## src/rtl/wb_uart_tx_pkg.sv

```systemverilog
// rtl/wb_uart_tx_pkg.sv - shared state encoding, line levels and counter sizing for wb_uart_tx
package wb_uart_tx_pkg;

  typedef enum logic [2:0] {
    IDLE     = 3'd0,
    REQ      = 3'd1,
    WAIT_ACK = 3'd2,
    START    = 3'd3,
    DATA     = 3'd4,
    STOP     = 3'd5
  } state_t;

  localparam logic UART_IDLE_LEVEL  = 1'b1;
  localparam logic UART_START_LEVEL = 1'b0;

  // Width of a counter running 0..n-1; never narrower than one bit.
  function automatic int cnt_width(input int n);
    return (n < 2) ? 1 : $clog2(n);
  endfunction

endpackage

```

## src/rtl/uart_baud_tick.sv

```systemverilog
// rtl/uart_baud_tick.sv - CLKS_PER_BIT divider with synchronous clear and one-cycle tick
module uart_baud_tick
  import wb_uart_tx_pkg::*;
#(
  parameter int CLKS_PER_BIT = 16
) (
  input  logic i_clk,
  input  logic i_reset,
  input  logic i_clear,
  output logic o_tick
);

  localparam int CW = cnt_width(CLKS_PER_BIT);
  localparam logic [CW-1:0] LAST = CW'(CLKS_PER_BIT - 1);

  logic [CW-1:0] count;

  always_ff @(posedge i_clk) begin
    if (i_reset || i_clear) begin
      count <= '0;
    end else if (count == LAST) begin
      count <= '0;
    end else begin
      count <= count + 1'b1;
    end
  end

  // Tick marks the last cycle of the current bit period.
  assign o_tick = (count == LAST);

endmodule

```

## src/rtl/wb_uart_tx.sv

```systemverilog
// rtl/wb_uart_tx.sv - Wishbone read master popping FIFO words onto an 8N1 UART TX line
module wb_uart_tx
  import wb_uart_tx_pkg::*;
#(
  parameter int DW           = 8,
  parameter int CLKS_PER_BIT = 16,
  parameter int ACK_TIMEOUT  = 4
) (
  input  logic          i_clk,
  input  logic          i_reset,
  output logic          o_wb_cyc,
  output logic          o_wb_stb,
  output logic          o_wb_we,
  input  logic [DW-1:0] i_wb_data,
  input  logic          i_wb_ack,
  input  logic          i_wb_stall,
  input  logic          i_fifo_empty,
  output logic          o_tx,
  output logic          o_busy
);

  localparam int BW = $clog2(DW + 1);
  localparam int AW = cnt_width(ACK_TIMEOUT);
  localparam logic [BW-1:0] BIT_LAST = BW'(DW - 1);
  // The strobe cycle counts toward the timeout, so WAIT_ACK lasts ACK_TIMEOUT-1 cycles.
  localparam logic [AW-1:0] ACK_LAST = AW'(ACK_TIMEOUT - 2);

  state_t        state, state_next;
  logic [DW-1:0] shift, shift_next;
  logic [BW-1:0] bit_cnt, bit_cnt_next;
  logic [AW-1:0] ack_cnt, ack_cnt_next;
  logic          tx_next;
  logic          baud_clear;
  logic          baud_tick;
  logic          unused_stall;

  assign o_wb_we      = 1'b0;
  assign unused_stall = i_wb_stall;
  // Divider held at zero outside the line states, so START always begins a fresh bit period.
  assign baud_clear   = !(state inside {START, DATA, STOP});

  uart_baud_tick #(
    .CLKS_PER_BIT(CLKS_PER_BIT)
  ) u_baud (
    .i_clk  (i_clk),
    .i_reset(i_reset),
    .i_clear(baud_clear),
    .o_tick (baud_tick)
  );

  always_comb begin
    state_next   = state;
    shift_next   = shift;
    bit_cnt_next = bit_cnt;
    ack_cnt_next = ack_cnt;
    tx_next      = o_tx;
    case (state)
      IDLE: begin
        if (!i_fifo_empty) state_next = REQ;
      end
      REQ: begin
        ack_cnt_next = '0;
        state_next   = WAIT_ACK;
      end
      WAIT_ACK: begin
        if (i_wb_ack) begin
          shift_next = i_wb_data;
          tx_next    = UART_START_LEVEL;
          state_next = START;
        end else if (ack_cnt == ACK_LAST) begin
          state_next = IDLE;
        end else begin
          ack_cnt_next = ack_cnt + 1'b1;
        end
      end
      START: begin
        if (baud_tick) begin
          bit_cnt_next = '0;
          tx_next      = shift[0];
          state_next   = DATA;
        end
      end
      DATA: begin
        if (baud_tick) begin
          if (bit_cnt == BIT_LAST) begin
            tx_next    = UART_IDLE_LEVEL;
            state_next = STOP;
          end else begin
            shift_next   = shift >> 1;
            bit_cnt_next = bit_cnt + 1'b1;
            tx_next      = shift_next[0];
          end
        end
      end
      STOP: begin
        if (baud_tick) state_next = IDLE;
      end
      default: state_next = IDLE;
    endcase
  end

  always_ff @(posedge i_clk) begin
    if (i_reset) begin
      state    <= IDLE;
      shift    <= '0;
      bit_cnt  <= '0;
      ack_cnt  <= '0;
      o_tx     <= UART_IDLE_LEVEL;
      o_wb_stb <= 1'b0;
      o_wb_cyc <= 1'b0;
      o_busy   <= 1'b0;
    end else begin
      state    <= state_next;
      shift    <= shift_next;
      bit_cnt  <= bit_cnt_next;
      ack_cnt  <= ack_cnt_next;
      o_tx     <= tx_next;
      o_wb_stb <= (state_next == REQ);
      o_wb_cyc <= (state_next inside {REQ, WAIT_ACK});
      o_busy   <= (state_next != IDLE);
    end
  end

endmodule
```

## config.mk

```make
export PLATFORM = sky130hd
export DESIGN_NAME = wb_uart_tx
export DESIGN_NICKNAME = d
export VERILOG_FILES = /design/src/rtl/wb_uart_tx_pkg.sv /design/src/rtl/uart_baud_tick.sv /design/src/rtl/wb_uart_tx.sv
export SDC_FILE = /design/constraint.sdc
export NUM_CORES = 1
export LEC_CHECK = 0
export CAP_MARGIN = 20
export CORE_MARGIN = 2
export CORE_UTILIZATION = 55
export CTS_CLUSTER_DIAMETER = 50
export DETAILED_ROUTE_END_ITERATION = 10
export GPL_TIMING_DRIVEN = 1
export PLACE_DENSITY = 0.86
export SLEW_MARGIN = 10
export SYNTH_ARGS = -nofsm -noshare
export SYNTH_HDL_FRONTEND = slang
export SYNTH_SLANG_ARGS = --single-unit
```

## constraint.sdc

```tcl
create_clock -name i_clk -period 3.8 [get_ports i_clk]
set_clock_uncertainty 0.15 [all_clocks]
set_input_delay 0.76 -clock i_clk [delete_from_list [all_inputs] [get_ports i_clk]]
set_output_delay 0.76 -clock i_clk [all_outputs]
set_load 0.01 [all_outputs]
```

Yosys cells after proc, flatten, opt, wreduce, memory -nomap -nowiden
Index checks and enable logic that the tools add are counted.
{"block": "word_totals", "memories": 0, "ramBits": 0, "regBits": 25, "latch_bits": 0, "wordCells": 67, "romBits": 0}
{"block": "classes", "n_shift": 0, "magnitude_cmp": 0, "div_mod_pow": 0, "addsub": 3, "mul": 0, "n_mux": 24, "bitwise_logic": 0, "n_eq_ne": 16, "n_reduce_logical": 15}
{"operator": "2-to-1 mux 8 bit", "n": 3}
{"operator": "2-to-1 mux 3 bit", "n": 7}
{"operator": "case mux 3 bit (6 select lines)", "n": 1}
{"operator": "case mux 8 bit (2 select lines)", "n": 1}
{"operator": "2-to-1 mux 4 bit", "n": 3}
{"operator": "!= test 2 bit (second input constant)", "n": 6}
{"operator": "AND reduction 4 bit", "n": 3}
{"operator": "== test 3 x 2 -> 1 bit (second input constant)", "n": 3}
{"operator": "nonzero test 3 bit", "n": 3}
{"operator": "adder 4 x 1 -> 4 bit (second input constant)", "n": 2}
{"operator": "case mux 4 bit (2 select lines)", "n": 1}
{"operator": "nonzero test 2 bit", "n": 4}
{"operator": "== test 3 x 1 -> 1 bit (second input constant)", "n": 2}
{"operator": "== test 3 bit (second input constant)", "n": 2}
{"operator": "== test 4 x 3 -> 1 bit (second input constant)", "n": 1}
{"operator": "== test 4 bit (second input constant)", "n": 1}
{"operator": "2-to-1 mux 1 bit", "n": 4}
{"operator": "2-to-1 mux 2 bit", "n": 2}
{"operator": "case mux 2 bit (2 select lines)", "n": 1}
{"operator": "logical NOT 3 bit", "n": 1}
{"operator": "case mux 1 bit (3 select lines)", "n": 1}
{"operator": "AND reduction 3 bit", "n": 1}
{"operator": "adder 2 x 1 -> 2 bit (second input constant)", "n": 1}
{"operator": "== test 2 bit (second input constant)", "n": 1}
{"operator": "other kinds (3)", "n": 3}

Depth between registers and ports, before layout
{"block": "depth", "ltp_word": 6, "depth_mapped": 7, "depth_no_buf": 6}

Cells and area by module
From an unflattened synthesis, not the netlist that was laid out.
{"block": "hier_totals", "hier_cells": 135, "area_unflattened_um2": 1292.5}
{"module": "wb_uart_tx", "seq_area_each_um2": 420.4, "cells_each": 119, "instances": 1, "area_per_inst_um2": 1134.8}
{"module": "uart_baud_tick", "seq_area_each_um2": 80.1, "cells_each": 16, "instances": 1, "area_per_inst_um2": 157.7}

Least setup slack after synthesis
Ideal clock, no wire load.
{"block": "synth_timing", "kind": "flip-flop to flip-flop", "from": "reg u_baud.count[0]", "to": "reg shift[0]", "stages_incl_launch_ff": 8, "synth_period_minus_slack_ns": 1.853, "t_arrival_ns": 1.571, "setup_time_ns": 0.132, "t_required_ns": 3.518, "slack_ns": 1.947, "path_cell_list": "dfxtp_1 > ha_1 > and3_1 > clkbuf_2 > a32oi_2 > clkbuf_1 > a211o_1 > a21oi_1"}
{"block": "synth_via", "elab_chain_len": 3}
{"element": "start: declaration", "line_no": "uart_baud_tick.sv:16", "text": "logic [CW-1:0] count;"}
{"element": "start signal: assignment", "line_no": "uart_baud_tick.sv:24", "text": "count <= count + 1'b1;"}
{"element": "== test 4 bit", "line_no": "uart_baud_tick.sv:29", "text": "assign o_tick = (count == LAST);"}
{"element": "!= test 2 bit (no line)"}
{"element": "AND reduction 4 bit (no line)"}
{"element": "end signal: assignment", "line_no": "wb_uart_tx.sv:114", "text": "shift <= shift_next;"}
{"element": "end: declaration", "line_no": "wb_uart_tx.sv:29", "text": "logic [DW-1:0] shift, shift_next;"}
No other way between the ends.
A chain may end at the register's enable or synchronous reset.

Final worst setup path
{"block": "layout_timing", "from": "reg state[0]", "to": "reg bit_cnt[3]"}
{"block": "layout_via", "elab_chain_len": 3, "word_cells_on_any_way": 8, "classes_between": "eq/ne (5); mux (1); reduce/logical (2)"}
{"element": "start: declaration", "line_no": "wb_uart_tx.sv:28", "text": "state_t state, state_next;"}
{"element": "start signal: assignment", "line_no": "wb_uart_tx.sv:113", "text": "state <= state_next;"}
{"element": "== test 3 bit / == test 3 x 2 -> 1 bit (equally long branches)", "line_no": "wb_uart_tx.sv:57", "text": "case (state)"}
{"element": "!= test 2 bit (no line) / nonzero test 2 bit (equally long branches)"}
{"element": "AND reduction 4 bit (no line)"}
{"element": "end signal: assignment", "line_no": "wb_uart_tx.sv:115", "text": "bit_cnt <= bit_cnt_next;"}
{"element": "end: declaration", "line_no": "wb_uart_tx.sv:30", "text": "logic [BW-1:0] bit_cnt, bit_cnt_next;"}
Several ways; a longest one is shown, not always the timed one.

==> key figures <==
Critical path
  – WP data required: 3.91 ns
  – Reg-to-reg slack, setup: 1.47 ns
  – Crit start category: register
  – CP max stage delay: 0.91 ns
  – Crit end category: register
  – Critical path buffers and inverters: 0
  – CP arrival: 2.44 ns
  – CP top delay family: simple AND/OR/NAND/NOR gates
  – Reg2reg start: state[0]$_SDFF_PP0_
  – Crit-path max FO: 29
  – CP Cell Sequence: and3b_1 -> a21oi_1 -> or4_1 -> a21boi_1
  – Worst Setup Path Type: register to register
  – Crit-path slowest cell: dfxtp_1
  – R2r worst-path depth: 4
  – RR Endpoint: bit_cnt[3]$_SDFFE_PP0P_

Die
  – Die area: 2790 sq um
  – Die Ht: 52.8 um
  – # IOs: 18
  – Die width: roughly 53 um
  – Starting density of the core: 0.587
  – FP Rows: 17
  – Core ar.: around 2200 sq um

STA
  – TNS Setup: 0 ns
  – Max Slew Vio Count: 0
  – Hold WS: around 0.33 ns
  – Max_slew headroom: 0.424
  – Slew @ Worst Pin: between 0.8 and 0.9 ns
  – Final Hold Fails: 0
  – Setup violators final: 0
  – Fin crit period: between 2 and 2.5 ns
  – Share of the cycle needed by the critical path after routing: 0.613
  – Max Clk Rate: roughly 0.43 GHz
  – RSZ-0062 raised after global routing: false

Hold path
  – Hold Crit Class: register to register
  – Hold endpoint: u_baud.count[0]$_SDFF_PP0_
  – HP Start: u_baud.count[0]$_SDFF_PP0_
  – Worst hold stages: 1

Routing
  – WL per Instance: roughly 13 um
  – Drt first pass iters: 4
  – DRT iter0 DRCs: 24
  – DRC viols: 0
  – DRT antenna net count: 0
  – Via density per instance: approximately 5.8
  – Drt total wl: roughly 2.5 mm
  – Routed vias: between 1,000 and 1,500

Flow run
  – Max-cap violations: 0

Synthesis
  – Syn Inst Count: between 150 and 200
  – FFs w/ async S/R, synth: 0
  – Register bit total from synthesis: 25
  – Yosys cell types: between 40 and 50
  – Syn avg cell area: about 8.2 sq um
  – Post-Synthesis Net Count: about 180
  – Post-synth EDFFs: 0
  – Post-Syn Area: between 1000 and 1500 sq um
  – Sequential cell area fraction in the yosys report: 0.382
  – Top FF cell, synth: dfxtp_1
  – Yosys Warn Count: 0

GRT
  – First-pass GRT wire length: 4.34 mm
  – Number of global-route vias before repair: between 1,000 and 1,500
  – Largest net degree at the start of global routing: 30
  – Antenna violations before repair: 0
  – GRT overflow: 0
  – Gr usage total: 0.209

Layout
  – Commonest cells after routing, fill and taps aside: dfxtp_1, nand2_1, a21oi_1, o21ai_0, clkdlybuf4s50_1
  – Layout cells sized above 1: 0.0419
  – Syn-to-layout area delta: 10.8%
  – Antenna Cells: 0
  – Most common cell after layout, fill and taps aside: dfxtp_1
  – Nets: between 150 and 200
  – Final instance area: 1450 sq um

CTS
  – Num CTS Buffers: 3
  – Deepest clock path buffer count: 2
  – Postcts setup bufs: 0
  – Root Driver: clkbuf_4
  – Clk_lat worst skew: around 0.32 ns
  – Hold Buf Count CTS: 0
  – PostCTS Resize Cnt: 0
  – Clk pin slew, worst setup/hold paths: around 0.14 ns
  – CTS sink cnt: 25
  – CTS tree: done
  – CTS H-tree depth: 1

Place
  – GP Congestion: 0.809
  – Input/output buffers: 15
  – Dpl cell area: around 1400 sq um
  – DP HPWL: about 1.8 mm

Pwr
  – Pwr dens: about 330 nW/um^2
  – P_leak: between 0.0005 and 0.0006 uW
  – Worst vdd ir: between 0.2 and 0.25 mV

Status
  – Run status: complete, no violations
registers in the layout (all words and copies together), names as in the netlist:
signal        count
ack_cnt           2
bit_cnt           4
o_busy            1
o_tx              1
o_wb_cyc          1
o_wb_stb          1
shift             8
state             3
u_baud.count      4
through the flow:
stage                     power (uW)   util  worst slack, ns  cells
after floorplan                  336      -             1.95    160
after global placement           357  0.636             1.38    191
after detailed placement         360  0.636             1.34    191
after CTS                        482  0.650             1.50    195
after global routing             501  0.650             1.26    195
final                            476  0.650             1.47    195
logic make-up (layout without fill, tap and decap cells):
logic type,count (synthesis),after routing,share of synthesized area
AO/OA/AOI/OAI,53,53,0.261
XOR/XNOR,2,2,0.0134
adder cells (fa/ha/maj),3,3,0.0287
buffers and inverters,19,26,0.0793
flip-flops,25,25,0.382
multiplexers,1,1,0.00764
other,1,1,0.00286
AND/OR/NAND/NOR,56,56,0.225
synthesized netlist by cell type, types with 3 or more instances:
master / instances / area, sq um
a22oi_1: 3 / 22.5
nand2b_1: 5 / 31.3
nand3_1: 3 / 15.0
nand2_1: 19 / 71.3
clkbuf_1: 5 / 18.8
o21ai_0: 16 / 80.1
a211o_1: 7 / 61.3
inv_1: 6 / 22.5
ha_1: 3 / 37.5
a21oi_1: 16 / 80.1
nor2_1: 9 / 33.8
buf_6: 3 / 33.8
or4_1: 3 / 22.5
dfxtp_1: 25 / 500
cell type report:
type                       instances  area [sq um]
sequential                        25           500
multi-input combinational        116           706
clock buffer                       3          22.5
timing repair buffer              16           158
clock inverter                     1          7.51
tap                               28          35.0
inverter                           6          22.5
fill                             200           782
worst reg2reg max path, stage by stage, from the launching register on:
cell      delay, ns
dfxtp_1        0.91
and3b_1        0.44
a21oi_1        0.14
or4_1          0.49
a21boi_1       0.15
worst max-delay path by stage:
stage          depth (start not counted)  slack, ns                      end                        from
2_1_floorplan                          7       1.95    shift[0]$_SDFFE_PP0P_  u_baud.count[0]$_SDFF_PP0_
3_3_place_gp                           5       1.38      o_wb_cyc$_SDFF_PP0_                    i_wb_ack
3_5_place_dp                           5       1.34      o_wb_cyc$_SDFF_PP0_                    i_wb_ack
4_1_cts                                4       1.50  bit_cnt[3]$_SDFFE_PP0P_         state[0]$_SDFF_PP0_
5_1_grt                                4       1.26  bit_cnt[3]$_SDFFE_PP0P_         state[0]$_SDFF_PP0_
6_report                               4       1.47  bit_cnt[3]$_SDFFE_PP0P_         state[0]$_SDFF_PP0_
power breakdown:
group	total, uW	internal, uW	switching (uW)
Sequential	288	273	14.8
Clock	122	40.2	81.6
Combinational	66.0	35.7	30.3
Total	476	349	127
per-layer routing:
metal,vias to the layer above,global-route usage,part of all wire
met4,0,0.0726,0.013
met3,4,0.0343,0.041
met2,26,0.352,0.49
met1,519,0.266,0.45
li1,584,-,-
met5,-,0,0
No activity file was read; power rests on OpenSTA's default activity.
